### src/rtl/digital_clock_gen2.sv
// Loadable time-of-day counter with 12/24 h display,
// alarm pulse, per-second tick and pad output enables.
module digital_clock_gen2 #(
  parameter int unsigned CLK_DIV = 10_000_000
) (
  input  logic       clk,
  input  logic       reset_n,
  input  logic       run,
  input  logic       mode_12h,
  input  logic       set_valid,
  input  logic [5:0] set_hours,
  input  logic [5:0] set_minutes,
  input  logic [5:0] set_seconds,
  input  logic       alarm_en,
  input  logic [5:0] alarm_hours,
  input  logic [5:0] alarm_minutes,
  output logic [5:0] hours,
  output logic [5:0] minutes,
  output logic [5:0] seconds,
  output logic       pm,
  output logic [5:0] hours_oeb,
  output logic [5:0] minutes_oeb,
  output logic [5:0] seconds_oeb,
  output logic       tick,
  output logic       alarm_irq,
  output logic       set_err
);

  localparam int unsigned PW =
    (CLK_DIV > 1) ? $clog2(CLK_DIV) : 1;
  localparam logic [PW-1:0] LAST =
    PW'(CLK_DIV - 1);

  logic [PW-1:0] presc_q, presc_d;
  logic [5:0]    sec_q, sec_d;
  logic [5:0]    min_q, min_d;
  logic [5:0]    hr_q, hr_d;
  logic          tick_q, tick_d;
  logic          alarm_q, alarm_d;
  logic          err_q, err_d;
  logic          oeb_q;

  logic       wrap;
  logic       set_ok;
  logic       c_min, c_hr;
  logic [5:0] sec_inc, min_inc, hr_inc;
  logic [5:0] hr12;

  // Carry chain for one second-increment
  always_comb begin
    c_min   = (sec_q == 6'd59);
    c_hr    = c_min && (min_q == 6'd59);
    sec_inc = c_min ? 6'd0 : sec_q + 6'd1;
    min_inc = min_q;
    if (c_min)
      min_inc = (min_q == 6'd59) ? 6'd0
                                 : min_q + 6'd1;
    hr_inc = hr_q;
    if (c_hr)
      hr_inc = (hr_q == 6'd23) ? 6'd0
                               : hr_q + 6'd1;
  end

  always_comb begin
    wrap    = run && (presc_q == LAST);
    set_ok  = (set_hours <= 6'd23) &&
              (set_minutes <= 6'd59) &&
              (set_seconds <= 6'd59);
    presc_d = presc_q;
    sec_d   = sec_q;
    min_d   = min_q;
    hr_d    = hr_q;
    tick_d  = 1'b0;
    alarm_d = 1'b0;
    err_d   = 1'b0;
    if (set_valid) begin
      if (set_ok) begin
        presc_d = '0;
        sec_d   = set_seconds;
        min_d   = set_minutes;
        hr_d    = set_hours;
      end else begin
        err_d = 1'b1;
      end
    end else if (wrap) begin
      presc_d = '0;
      sec_d   = sec_inc;
      min_d   = min_inc;
      hr_d    = hr_inc;
      tick_d  = 1'b1;
      alarm_d = alarm_en &&
                (hr_inc == alarm_hours) &&
                (min_inc == alarm_minutes) &&
                (sec_inc == 6'd0);
    end else if (run) begin
      presc_d = presc_q + 1'b1;
    end
  end

  always_ff @(posedge clk or negedge reset_n) begin
    if (!reset_n) begin
      presc_q <= '0;
      sec_q   <= '0;
      min_q   <= '0;
      hr_q    <= '0;
      tick_q  <= 1'b0;
      alarm_q <= 1'b0;
      err_q   <= 1'b0;
      oeb_q   <= 1'b1;
    end else begin
      presc_q <= presc_d;
      sec_q   <= sec_d;
      min_q   <= min_d;
      hr_q    <= hr_d;
      tick_q  <= tick_d;
      alarm_q <= alarm_d;
      err_q   <= err_d;
      oeb_q   <= 1'b0;
    end
  end

  always_comb begin
    hr12 = hr_q;
    if (hr_q == 6'd0)
      hr12 = 6'd12;
    else if (hr_q > 6'd12)
      hr12 = hr_q - 6'd12;
  end

  assign hours       = mode_12h ? hr12 : hr_q;
  assign minutes     = min_q;
  assign seconds     = sec_q;
  assign pm          = (hr_q >= 6'd12);
  assign tick        = tick_q;
  assign alarm_irq   = alarm_q;
  assign set_err     = err_q;
  assign hours_oeb   = {6{oeb_q}};
  assign minutes_oeb = {6{oeb_q}};
  assign seconds_oeb = {6{oeb_q}};

endmodule
### config.mk
export PLATFORM = sky130hd
export DESIGN_NAME = digital_clock_gen2
export DESIGN_NICKNAME = d
export VERILOG_FILES = /design/src/rtl/digital_clock_gen2.sv
export SDC_FILE = /design/constraint.sdc
export NUM_CORES = 1
export LEC_CHECK = 0
export CAP_MARGIN = 20
export CORE_MARGIN = 2
export CORE_UTILIZATION = 40
export DETAILED_ROUTE_END_ITERATION = 16
export MAX_ROUTING_LAYER = met4
export PLACE_DENSITY = 0.74
export REMOVE_ABC_BUFFERS = 1
export SYNTH_ARGS = -nofsm -noshare
export SYNTH_HDL_FRONTEND = slang
export SYNTH_SLANG_ARGS = --single-unit
export TNS_END_PERCENT = 100
### constraint.sdc
create_clock -name clk -period 2.9 [get_ports clk]
set_input_delay 0.58 -clock clk [delete_from_list [all_inputs] [get_ports clk]]
set_output_delay 0.58 -clock clk [all_outputs]
set_load 0.1 [all_outputs]
# [Yosys cells after proc, flatten, opt, wreduce, memory -nomap -nowiden]
# Cells that the tools add are included.
# W data, S select, Z words.
[op_classes] n_reduce_logical=13 eq_ne=7 add_sub_neg=5 mux=27 order_cmp=5
[op_table] cell="$mux W6" n=17
[op_table] cell="$mux W24" n=4
[op_table] cell="$add A24 B1 Y24 const B" n=1
[op_table] cell="$eq A24 B24 Y1 const B" n=1
[op_table] cell="$add A6 B1 Y6 const B" n=3
[op_table] cell="$eq A6 B6 Y1" n=2
[op_table] cell="$eq A6 B6 Y1 const B" n=2
[op_table] cell="$le A6 B6 Y1 const B" n=2
[op_table] cell="$logic_not A6 Y1" n=2
[op_table] cell="$logic_and A1 B1 Y1" n=7
[op_table] cell="$eq A6 B5 Y1 const B" n=1
[op_table] cell="$ge A6 B4 Y1 const B" n=1
[op_table] cell="$gt A6 B4 Y1 const B" n=1
[op_table] cell="$le A6 B5 Y1 const B" n=1
[op_table] cell="$mux W1" n=6
[op_table] cell="$sub A6 B4 Y6 const B" n=1
[op_table] cell="$reduce_and A2 Y1" n=2
[op_table] cell="$reduce_bool A3 Y1" n=1
[op_table] cell="$ne A2 B1 Y1 const B" n=1
[op_table] cell="$reduce_bool A2 Y1" n=1
[totals] regBits=46 input_bits=36

# [Logic depth before layout (Yosys ltp)]
# Gate-level depths: netlist of run 1.
[logic_depth] ltp_word=9 depth_mapped=9

# [Worst setup path before layout of run 1]
# No wires, ideal clock.
[synth_timing] path_type="register -> output" start="reg hr_q[2]" end="out hours[4]" arrival_ps=2975 path_slack_ps=-655 path_buffers=0 t_required_ps=2320 stages_incl_launch_ff=5 cell_sequence="dfrtp_1 > ha_1 > inv_1 > nand3_1 > o21ai_0"
[synth_between] elab_chain_len=4
[synth_lines] item="from (decl)" line="37" rtl="logic [5:0] hr_q, hr_d;"
[synth_lines] item="from (signal assigned)" line="114" rtl="hr_q <= hr_d;"
[synth_lines] item="$sub A6 B4 Y6 or $gt A6 B4 Y1 (tied branches)" line="127, 126"
[synth_lines] item="$mux W6" line="126" rtl="else if (hr_q > 6'd12)"
[synth_lines] item="$mux W6 (*)" line="124" rtl="if (hr_q == 6'd0)"
[synth_lines] item="$mux W6 (*)" line="130" rtl="assign hours = mode_12h ? hr12 : hr_q;"
[synth_lines] item="to (decl)" line="17" rtl="output logic [5:0] hours,"
# Mark *: on every way between the ends. The rest lies on a longest branch, timed or not.

# [Worst setup path in the final report of run 1]
[layout_timing] start="reg hr_q[3]" end="out hours[5]"
# The elaborated chain is that of the path after synthesis.

==> metrics.md, run 1 <==
| Metric | Value |
|---|---|
| Outcome | `finished, final reports clean` |
| Fin area | `~0.0043 mm^2` |
| Commonest non-fill, non-tap cell in the layout | `buf_4` |
| Max Used Layer | `met4` |
| Max VDD drop | `210 uV` |
| Fin. max-slew vios | `0` |
| Critical Path Slowest Stage Cell | `dfrtp_2` |
| Post-CTS Hold Fix Bufs | `0` |
| CTS HTree Levels | `2` |
| Fin worst setup slack | `195 ps` |
| WP data arrival | `approximately 2100 ps` |
| GRT Util Overall | `0.207` |
| Share of cells above drive strength 1 | `0.176` |
| Antenna Violating Nets Remaining | `0` |
| Global-route wire length before repair | `about 16 mm` |
| Post-DP HPWL | `about 7.2 mm` |
| Initial antenna violation count | `0` |
| Relative slew slack | `0.568` |
| Final hold vios | `0` |
| Fillers | `843` |
| Max-cap viol count | `0` |
| Total routed wirelength | `slightly below 10 mm` |
| Commonest non-fill, non-tap cells in the layout | `53 x buf_4, 49 x o21ai_0, 47 x nand2_1` |
| Clock Latency Late Sink | `~300 ps` |
| RSZ-0062 raised after global routing | `no` |
| Fin util | `0.504` |
| Pin count of the biggest net entering global routing | `47` |
| Clock buffer depth | `2` |
| Fin nets | `526` |
| Antenna diode count | `0` |
| Routed vias | `between 3000 and 4000` |
| # rows | `34` |
| Crit path time final | `2710 ps` |
| Crit Path Max Fanout | `9` |
| WP data required | `~2300 ps` |
| F_max | `370 MHz` |
| Placed Cells incl. Taps | `580` |
| Layout Cells excl Fill | `591` |
| Worst hold-check path type | `input port to async pin` |
| Initial Util | `0.405` |
| Ys async rst share | `1.00` |
| Die width | `around 97 um` |
| Port Buffers | `75` |
| CP Cell Sequence | `ha_2 -> inv_1 -> o21ai_0 -> nand2_1 -> a211oi_2 -> xor2_1 -> buf_12` |
| Synthesized flop and latch total | `46` |
| CTS sink cnt | `between 40 and 50` |
| Die height | `97.3 um` |
| Place WS | `about 120 ps` |
| Met1 WL | `4.22 mm` |
| Power per cell area | `552 mW/mm^2` |
| CTS tree | `yes` |
| Total CTS buffers | `5` |
| Slew @ Worst Pin | `640 ps` |
| Crit. End Element | `output port` |
| Met2 WL | `4.76 mm` |
| Core Region | `0.00859 mm^2` |
| Routed wire length per instance | `16.3 um` |
| Setup Skew | `5.00 ps` |
| Vias per cell | `5.74` |
| Synth Flop Type | `dfrtp_1` |
| Die ar. | `0.00946 mm^2` |
| DR DRC count | `0` |
| Routability cong. | `0.898` |
| Synth warnings | `0` |
| Crit Path Category | `flip-flop to output port` |
| Iteration-0 DRC Markers | `198` |
| CP peak stage delay | `480 ps` |
| Netlist cell types | `68` |
| Startpoint Class | `flip-flop` |
| Final setup fails | `0` |
| Overall Power | `2.39 mW` |
| Worst-path clk slew | `roughly 90 ps` |
| Final worst path period share | `0.933` |
| Post-synth EDFFs | `0` |
| Root Driver | `clkbuf_8` |
| Post-Syn Area per Cell | `8.39 um^2` |
| Synth Instances | `415` |
| Placed inst area | `0.00420 mm^2` |
| GR Overflow Total | `0` |
| Detailed Routing Iterations Pass 1 | `4` |
| Met3 wire length | `roughly 520 um` |
| LEAKAGE | `1.83 nW` |
| Vias in the first global route | `3111` |
| Sequential area share after synthesis | `0.331` |
| Synth-to-Final Area Change | `24.5%` |
| Number of I/O pins | `76` |
| Mapped cell area | `0.00348 mm^2` |
## final timing paths
check                             from     endpoint  slack [ps]  cells after the start
min in group clk           presc_q[22]  presc_q[22]         520                      1
hold reg to reg            presc_q[22]  presc_q[22]         520                      1
setup / recovery               hr_q[3]     hours[5]         190                      7
hold / removal                 reset_n  presc_q[17]         100                      1
max in group asynchronous      reset_n        oeb_q        2150                      3
setup reg to reg            minutes[1]    alarm_irq         360                      7
## layer usage
layer,global-route usage,vias up
met3,0.0388,12
met2,0.334,99
met4,0.0524,0
li1,-,1643
met1,0.270,1638
met5,-,-
## state kept, by name, summed over array words and instances, names as in the netlist
name / cells
presc_q: 24
hr_q: 6
minutes: 6
seconds: 6
alarm_irq: 1
oeb_q: 1
set_err: 1
tick: 1
## power by group
part	internal [mW]	switching [mW]	total, mW	leakage [nW]
Combinational	0.352	0.795	1.15	1.18
Sequential	0.701	0.127	0.828	0.602
Clock	0.193	0.225	0.418	0.0482
## layout make-up
| class | instances | area (um^2) | area share |
|---|---|---|---|
| timing repair buffer | 95 | 883 | 0.204 |
| tap | 108 | 135 | 0.0312 |
| multi-input combinational | 321 | 2020 | 0.466 |
| clock buffer | 7 | 86.3 | 0.0199 |
| sequential | 46 | 1160 | 0.267 |
| clock inverter | 1 | 5.00 | 0.00116 |
| inverter | 13 | 48.8 | 0.0113 |
## logic make-up (layout without fill, tap and decap cells)
family	Yosys count	count (layout)	share of synthesized area
other	1	1	0.00108
adders and majority gates	8	8	0.0288
AOI/OAI and AO/OA	114	114	0.208
DFF	46	46	0.331
muxes	5	5	0.0144
and+or+nand+nor	171	171	0.270
xor gates and xnor gates	22	22	0.0554
buffers and inverters	48	116	0.0913
## cells in the mapped netlist, types with 2 or more instances
master / n / area, um^2
a21oi_1: 13 / 65.1
ha_1: 8 / 100
a21o_1: 2 / 15.0
a211o_1: 2 / 17.5
a211oi_1: 2 / 15.0
nor2b_1: 5 / 31.3
and4_1: 5 / 43.8
xor2_1: 13 / 114
and2_1: 5 / 31.3
mux2i_1: 5 / 50.1
o22ai_1: 4 / 25.0
and3b_1: 2 / 17.5
nor4_1: 7 / 43.8
nand4_1: 12 / 75.1
o21ai_0: 49 / 245
buf_4: 18 / 135
nand2b_1: 3 / 18.8
o41ai_1: 4 / 35.0
o21a_1: 2 / 15.0
buf_2: 3 / 15.0
o31ai_1: 9 / 67.6
and3_1: 7 / 43.8
inv_1: 13 / 48.8
nor3_1: 6 / 30.0
clkbuf_8: 3 / 41.3
nand3b_1: 2 / 15.0
clkbuf_1: 8 / 30.0
nand2_1: 47 / 176
a22oi_1: 3 / 22.5
a31oi_1: 8 / 50.1
nor3b_1: 4 / 30.0
dfrtp_1: 45 / 1130
o211ai_1: 3 / 22.5
o221ai_1: 2 / 17.5
nand3_1: 18 / 90.1
xnor2_1: 9 / 78.8
nor2_1: 28 / 105
nor4b_1: 2 / 17.5
or3_1: 5 / 31.3
## critical path, delay by kind of cell (launching register included)
kind / cells / cell delay [ps]
buffers and inverters: 2 / 290
and+or+nand+nor: 1 / 140
xor gates and xnor gates: 1 / 260
DFF: 1 / 480
adders and majority gates: 1 / 260
AOI/OAI and AO/OA: 2 / 390
## metrics by stage
stage               hold slack (ps)  setup TNS, ps
floorplan                       284         -75790
global placement                489              0
detailed placement              505              0
CTS                             495              0
global route                   87.6              0
finish                         95.7              0
## timing repair
item                                    4_1_cts  5_1_grt
endpoints found under the setup margin        0        1
buffers inserted                              0        2
endpoints found under the hold margin         0        0
gates resized for setup                       0        5
Power figures use the tool's default switching activity.
==> run 2: changes to the inputs <==
ABC_AREA = 0   (was not set)
SKIP_LAST_GASP = 1   (was not set)
==> results of run 2 <==
Final layout, timing and power as in run 1 (identical DEF).
==> run 3: changes to the inputs <==
==> constraint.sdc (replaced) <==
create_clock -name clk -period 2.9 [get_ports clk]
set_input_delay 0.87 -clock clk [delete_from_list [all_inputs] [get_ports clk]]
set_output_delay 0.87 -clock clk [all_outputs]
set_load 0.1 [all_outputs]
==> metrics.md, run 3 (synthesis gave the netlist of run 1 again) <==
| Metric | Value |
|---|---|
| Clock power frac | `0.172 (was 0.175)` |
| Number of I/O pins | `76 (unchanged)` |
| Die width | `97.3 um (unchanged)` |
| LEAKAGE | `1.92 nW (was 1.83 nW)` |
| Crit Path Max Fanout | `5 (was 9)` |
| Antenna diode count | `0 (unchanged)` |
| Worst-path clk slew | `80 ps (was 90 ps)` |
| Clock Latency Late Sink | `310 ps (was 300 ps)` |
| Die ar. | `0.00946 mm^2 (unchanged)` |
| Post-DP HPWL | `7.52 mm (was 7.22 mm)` |
| Port Buffers | `75 (unchanged)` |
| Global-route wire length before repair | `16.0 mm (was 15.7 mm)` |
| Relative slew slack | `0.460 (was 0.568)` |
| Core Region | `0.00859 mm^2 (unchanged)` |
| Final setup fails | `0 (unchanged)` |
| Max FFs per register | `24 (unchanged)` |
| Power per cell area | `544 mW/mm^2 (was 552 mW/mm^2)` |
| Total CTS buffers | `5 (unchanged)` |
| WP data required | `2030 ps (was 2320 ps)` |
| Outcome | `finished, final reports clean (unchanged)` |
| CTS HTree Levels | `2 (unchanged)` |
| # rows | `34 (unchanged)` |
| Comb power frac | `0.497 (was 0.479)` |
| Routability cong. | `0.927 (was 0.898)` |
| Routed vias | `3495 (was 3392)` |
| Crit Path Category | `flip-flop to output port (unchanged)` |
| RSZ-0062 raised after global routing | `no (unchanged)` |
| Final hold vios | `0 (unchanged)` |
| CTS sink cnt | `46 (unchanged)` |
| F_max | `359 MHz (was 370 MHz)` |
| Setup Skew | `12.8 ps (was 5.00 ps)` |
| Die height | `97.3 um (unchanged)` |
| Reg power frac | `0.331 (was 0.346)` |
| Worst hold-check path type | `input port to async pin (unchanged)` |
| Iteration-0 DRC Markers | `228 (was 198)` |
| Antenna Violating Nets Remaining | `0 (unchanged)` |
| Root Driver | `clkbuf_8 (unchanged)` |
| Vias in the first global route | `3385 (was 3111)` |
| Slew @ Worst Pin | `801 ps (was 640 ps)` |
| Synth-to-Final Area Change | `28.5% (was 24.5%)` |
| Crit. End Element | `output port (unchanged)` |
| Initial Util | `0.405 (unchanged)` |
| CTS tree | `yes (unchanged)` |
| Top reg by flops | `presc_q (unchanged)` |
| Crit path time final | `2790 ps (was 2710 ps)` |
| Initial antenna violation count | `0 (unchanged)` |
| GRT Util Overall | `0.211 (was 0.207)` |
| DR DRC count | `0 (unchanged)` |
| Int Pwr | `1.27 mW (was 1.25 mW)` |
| Post-CTS Hold Fix Bufs | `0 (unchanged)` |
| Placed Cells incl. Taps | `600 (was 580)` |
| Max-cap viol count | `0 (unchanged)` |
| Commonest non-fill, non-tap cell in the layout | `buf_4 (unchanged)` |
| Fin. max-slew vios | `0 (unchanged)` |
| Detailed Routing Iterations Pass 1 | `4 (unchanged)` |
| Final worst path period share | `0.961 (was 0.933)` |
| Max VDD drop | `268 uV (was 210 uV)` |
| Clock buffer depth | `2 (unchanged)` |
| Switching power | `1.16 mW (was 1.15 mW)` |
| Total routed wirelength | `9.75 mm (was 9.66 mm)` |
| Startpoint Class | `flip-flop (unchanged)` |
| Layout Cells excl Fill | `608 (was 591)` |
| Pin count of the biggest net entering global routing | `20 (was 47)` |
| Vias per cell | `5.75 (was 5.74)` |
| Share of cells above drive strength 1 | `0.200 (was 0.176)` |
| Routed wire length per instance | `16.0 um (was 16.3 um)` |
| Fin nets | `543 (was 526)` |
| Commonest non-fill, non-tap cells in the layout | `70 x buf_4, 48 x o21ai_0, 46 x nand2_1 (was 53 x buf_4, 49 x o21ai_0, 47 x nand2_1)` |
| GR Overflow Total | `0 (unchanged)` |
| Switching share of power | `0.477 (was 0.479)` |
| WP data arrival | `1920 ps (was 2130 ps)` |
| Fin util | `0.521 (was 0.504)` |
run 3: cell count changes in the layout (fill, tap and decap cells not counted), sizes merged:
cell and delta:
clkdlybuf4s50 -1, clkbuf +1, buf +16, dlygate4sd2 +1
run 3: worst paths after layout:
check	endpoint	cells past startpoint	slack, ps	from
setup / recovery	hours[5]	7	110	hr_q[2]
min in group clk	presc_q[9]	1	500	presc_q[9]
setup reg to reg	alarm_irq	7	370	seconds[0]
max in group asynchronous	minutes[2]	2	1850	reset_n
hold reg to reg	presc_q[9]	1	500	presc_q[9]
hold / removal	presc_q[12]	1	480	reset_n
run 3: power groups by stage:
stage          combinational [mW]  clock, mW  sequential [mW]
5_1_grt                      1.27      0.457            0.817
3_5_place_dp                 1.20          0            0.811
4_1_cts                      1.21      0.431            0.799
3_3_place_gp                 1.18          0            0.805
6_report                     1.21      0.420            0.804
2_1_floorplan               0.452          0             1.15
run 3: metal layers:
metal  share of wire  GRT usage  vias to the layer above
met5               0          -                        -
met4           0.022     0.0662                        0
met3           0.050     0.0295                       21
met2            0.50      0.365                      112
met1            0.42      0.256                     1683
li1                -          -                     1679
run 3: critical path, cell delays in order (launching register included):
cell       delay (ps)
dfrtp_1           400
ha_4              180
inv_1              90
o21ai_1           170
nand2_2           100
a211oi_2          180
xor2_1            250
clkbuf_16         250
run 3: repair_timing:
item	CTS	global route
endpoints found under the setup margin	4	2
gates resized for setup	4	3
buffers inserted	0	0
pin swaps	2	1
run 3: final cells by class:
type | count | area, um^2
Fill cell | 846 | 4120
Multi-Input combinational cell | 321 | 2030
Sequential cell | 46 | 1150
Timing Repair Buffer | 112 | 1010
Tap cell | 108 | 135
Clock buffer | 7 | 86.3
Inverter | 13 | 48.8
Clock inverter | 1 | 5.00
run 3: per-stage QoR:
stage	hold WS, ps	setup slack [ps]	TNS [ps]	total power [mW]	cell area, um^2
floorplan	452	-4440	-81660	1.60	3210
global placement	492	-129	-194	1.99	4360
detailed placement	492	-155	-238	2.01	4360
CTS	498	39.6	0	2.44	4460
global route	520	12.8	0	2.54	4470
finish	482	114	0	2.43	4470
==> variant, RTL diff (settings of run 2) <==
Put a register stage on the outputs `hours`, `pm`, `hours_oeb`, `minutes_oeb` and `seconds_oeb`, without a reset. The values now appear one clock later. The other outputs are not delayed to match.
--- a/src/rtl/digital_clock_gen2.sv
+++ b/src/rtl/digital_clock_gen2.sv
@@ -127,15 +127,17 @@
       hr12 = hr_q - 6'd12;
   end
 
-  assign hours       = mode_12h ? hr12 : hr_q;
   assign minutes     = min_q;
   assign seconds     = sec_q;
-  assign pm          = (hr_q >= 6'd12);
   assign tick        = tick_q;
   assign alarm_irq   = alarm_q;
   assign set_err     = err_q;
-  assign hours_oeb   = {6{oeb_q}};
-  assign minutes_oeb = {6{oeb_q}};
-  assign seconds_oeb = {6{oeb_q}};
+  always_ff @(posedge clk) begin
+    hours       <= mode_12h ? hr12 : hr_q;
+    pm          <= (hr_q >= 6'd12);
+    hours_oeb   <= {6{oeb_q}};
+    minutes_oeb <= {6{oeb_q}};
+    seconds_oeb <= {6{oeb_q}};
+  end
 
 endmodule
Check against the original RTL: not equivalent (a bounded check fails within 4 cycles, from zero or initial values and one cycle with reset_n low).
==> variant against run 2 <==
- sequential cell count increased by 8
- wire length grew 3.5%
- critical path depth is 1 lower
- fmax about the same
- cell area up 2.3%
- total power increased by 3.6%
- die area up 2.5%
- area after synthesis increased by 2.6%
- non-clock buffer count grew 6
- setup slack improved by 0.0021 ns
- highest routed layer unchanged
==> variant: results (changes against run 2) <==
[synth]
seq_area_frac_synth_pct = 36.8  ; was 33.1%
ys_top_cells_by_count = nand2_1, dfrtp_1, o21ai_0, nor2_1, a21oi_1  ; was o21ai_0, nand2_1, dfrtp_1, nor2_1
netlist_instances = 429  ; was 415
ys_types = 65  ; was 68
async_flop_share_pct = 85.2  ; was 100%

[placed_design]
gp_congestion = 0.940  ; was 0.898
place_inst = 601  ; was 580
dp_slack_ns = 0.197  ; was 0.121 ns
hpwl_um = 7810  ; was 7220 um

[detailed_routing]
drt_iter0_markers = 153  ; was 198
wl_per_cell_um = 16.4  ; was 16.3 um

[finish]
nNetsFinal = 544  ; was 526
fin_cells = 608  ; was 591
drive_gt1_share_pct = 16.6  ; was 17.6%

[power_and_ir_drop]
switchingPower_uw = 1170  ; was 1150 uW
total_power_uw = 2480  ; was 2390 uW
leakage_uw = 0.00184  ; was 0.00183 uW

[grt]
grt_max_degree = 25  ; was 47
track_usage_pct = 21.4  ; was 20.7%
grt_pass1_wl_um = 16400  ; was 15700 um

[critical_path]
cp_slowest_stage_delay_ns = 0.57  ; was 0.48 ns
crit_slowest_cell = or4_4  ; was dfrtp_2
ff2ff_setup_slack_ns = 0.20  ; was 0.36 ns
crit_family = simple AND/OR/NAND/NOR gates  ; was flip-flops
reg2reg_from = presc_q[0]  ; was minutes[1]
r2r-end = hr_q[3]  ; was alarm_irq
reg2regPathDepth = 6  ; was 7
cp_max_fo = 7  ; was 9

[sta]
hold_violations = 0  ; unchanged
finClkSkew_ns = 0.0225  ; was 0.00500 ns
slew_headroom_pct = 62.8  ; was 56.8%

[outcome]
run_status = finished, final reports clean  ; unchanged

[cts]
clkSlewWorstSetupHoldPaths_ns = 0.11  ; was 0.09 ns

==> variant: cell count changes in the layout (fill, tap and decap cells not counted), moves of 4 or more <==
cell and change:
buf_12 -5, buf_4 +11, dfxtp_1 +8, a21oi_1 +9, nor3b_1 -4, nor2_1 +5
nor3_1 +8, nor4_1 +4, a31oi_1 -5, o21ai_0 -15
==> variant: kinds of logic (layout without fill, tap and decap cells) <==
| family | Yosys count | count (layout) | share of synthesized area, % |
|---|---|---|---|
| and+or+nand+nor | 180 | 180 | 26.0 |
| AOI/OAI and AO/OA | 107 | 107 | 19.4 |
| DFF | 54 | 54 | 36.8 |
| buffers and inverters | 50 | 121 | 7.53 |
| xor gates and xnor gates | 23 | 23 | 5.64 |
| adders and majority gates | 8 | 8 | 2.80 |
| muxes | 6 | 6 | 1.72 |
| other | 1 | 1 | 0.105 |
==> variant: worst reg2reg max path, cell delays in order (launching register included) <==
cell and delay, ns:
dfrtp_1 0.41, ha_1 0.22, nand3_2 0.11, or4_4 0.57, or3_1 0.51, a21boi_2 0.41
mux2_2 0.39
==> variant: cell type report <==
class                      instances  area [um^2]
tap                              108          135
clock buffer                       6         72.6
timing repair buffer             101          866
inverter                          13         48.8
multi-input combinational        325         1990
clock inverter                     1         7.51
fill                             834         4250
sequential                        54         1310
==> variant: worst max-delay path by stage <==
| stage | startpoint | endpoint | slack (ns) | cells past startpoint |
|---|---|---|---|---|
| 2_1_floorplan | seconds_oeb[0] | hours_oeb[0] | -9.54 | 0 |
| 3_3_place_gp | set_hours[3] | presc_q[9] | 0.21 | 8 |
| 3_5_place_dp | set_hours[3] | presc_q[9] | 0.20 | 8 |
| 6_report | presc_q[0] | hr_q[3] | 0.20 | 6 |
| 4_1_cts | presc_q[0] | hr_q[3] | 0.19 | 6 |
| 5_1_grt | presc_q[0] | hr_q[1] | 0.006 | 8 |
==> variant: layer usage <==
metal / global-route usage (%) / up-vias / wire (um)
met2: 36.2 / 100 / 4880
li1: - / 1698 / -
met4: 7.27 / 0 / 247
met3: 2.98 / 20 / 440
met1: 26.4 / 1650 / 4420
met5: - / - / 0
==> variant: power groups by stage <==
| stage | Combinational, uW | Clock, uW | Sequential, uW |
|---|---|---|---|
| floorplan | 293 | 0 | 1440 |
| global placement | 1110 | 0 | 951 |
| detailed placement | 1120 | 0 | 957 |
| CTS | 1120 | 433 | 942 |
| global route | 1190 | 449 | 957 |
| finish | 1120 | 417 | 943 |
==> variant: through the flow <==
step | cell area (um^2) | TNS [ns] | hold slack (ns) | utilization (%)
floorplan | 3350 | -171.73 | 0.284 | -
global placement | 4350 | 0 | 0.391 | 50.1
detailed placement | 4350 | 0 | 0.388 | 50.1
CTS | 4430 | 0 | 0.251 | 51.1
global route | 4430 | 0 | 0.287 | 51.1
finish | 4430 | 0 | 0.238 | 51.1
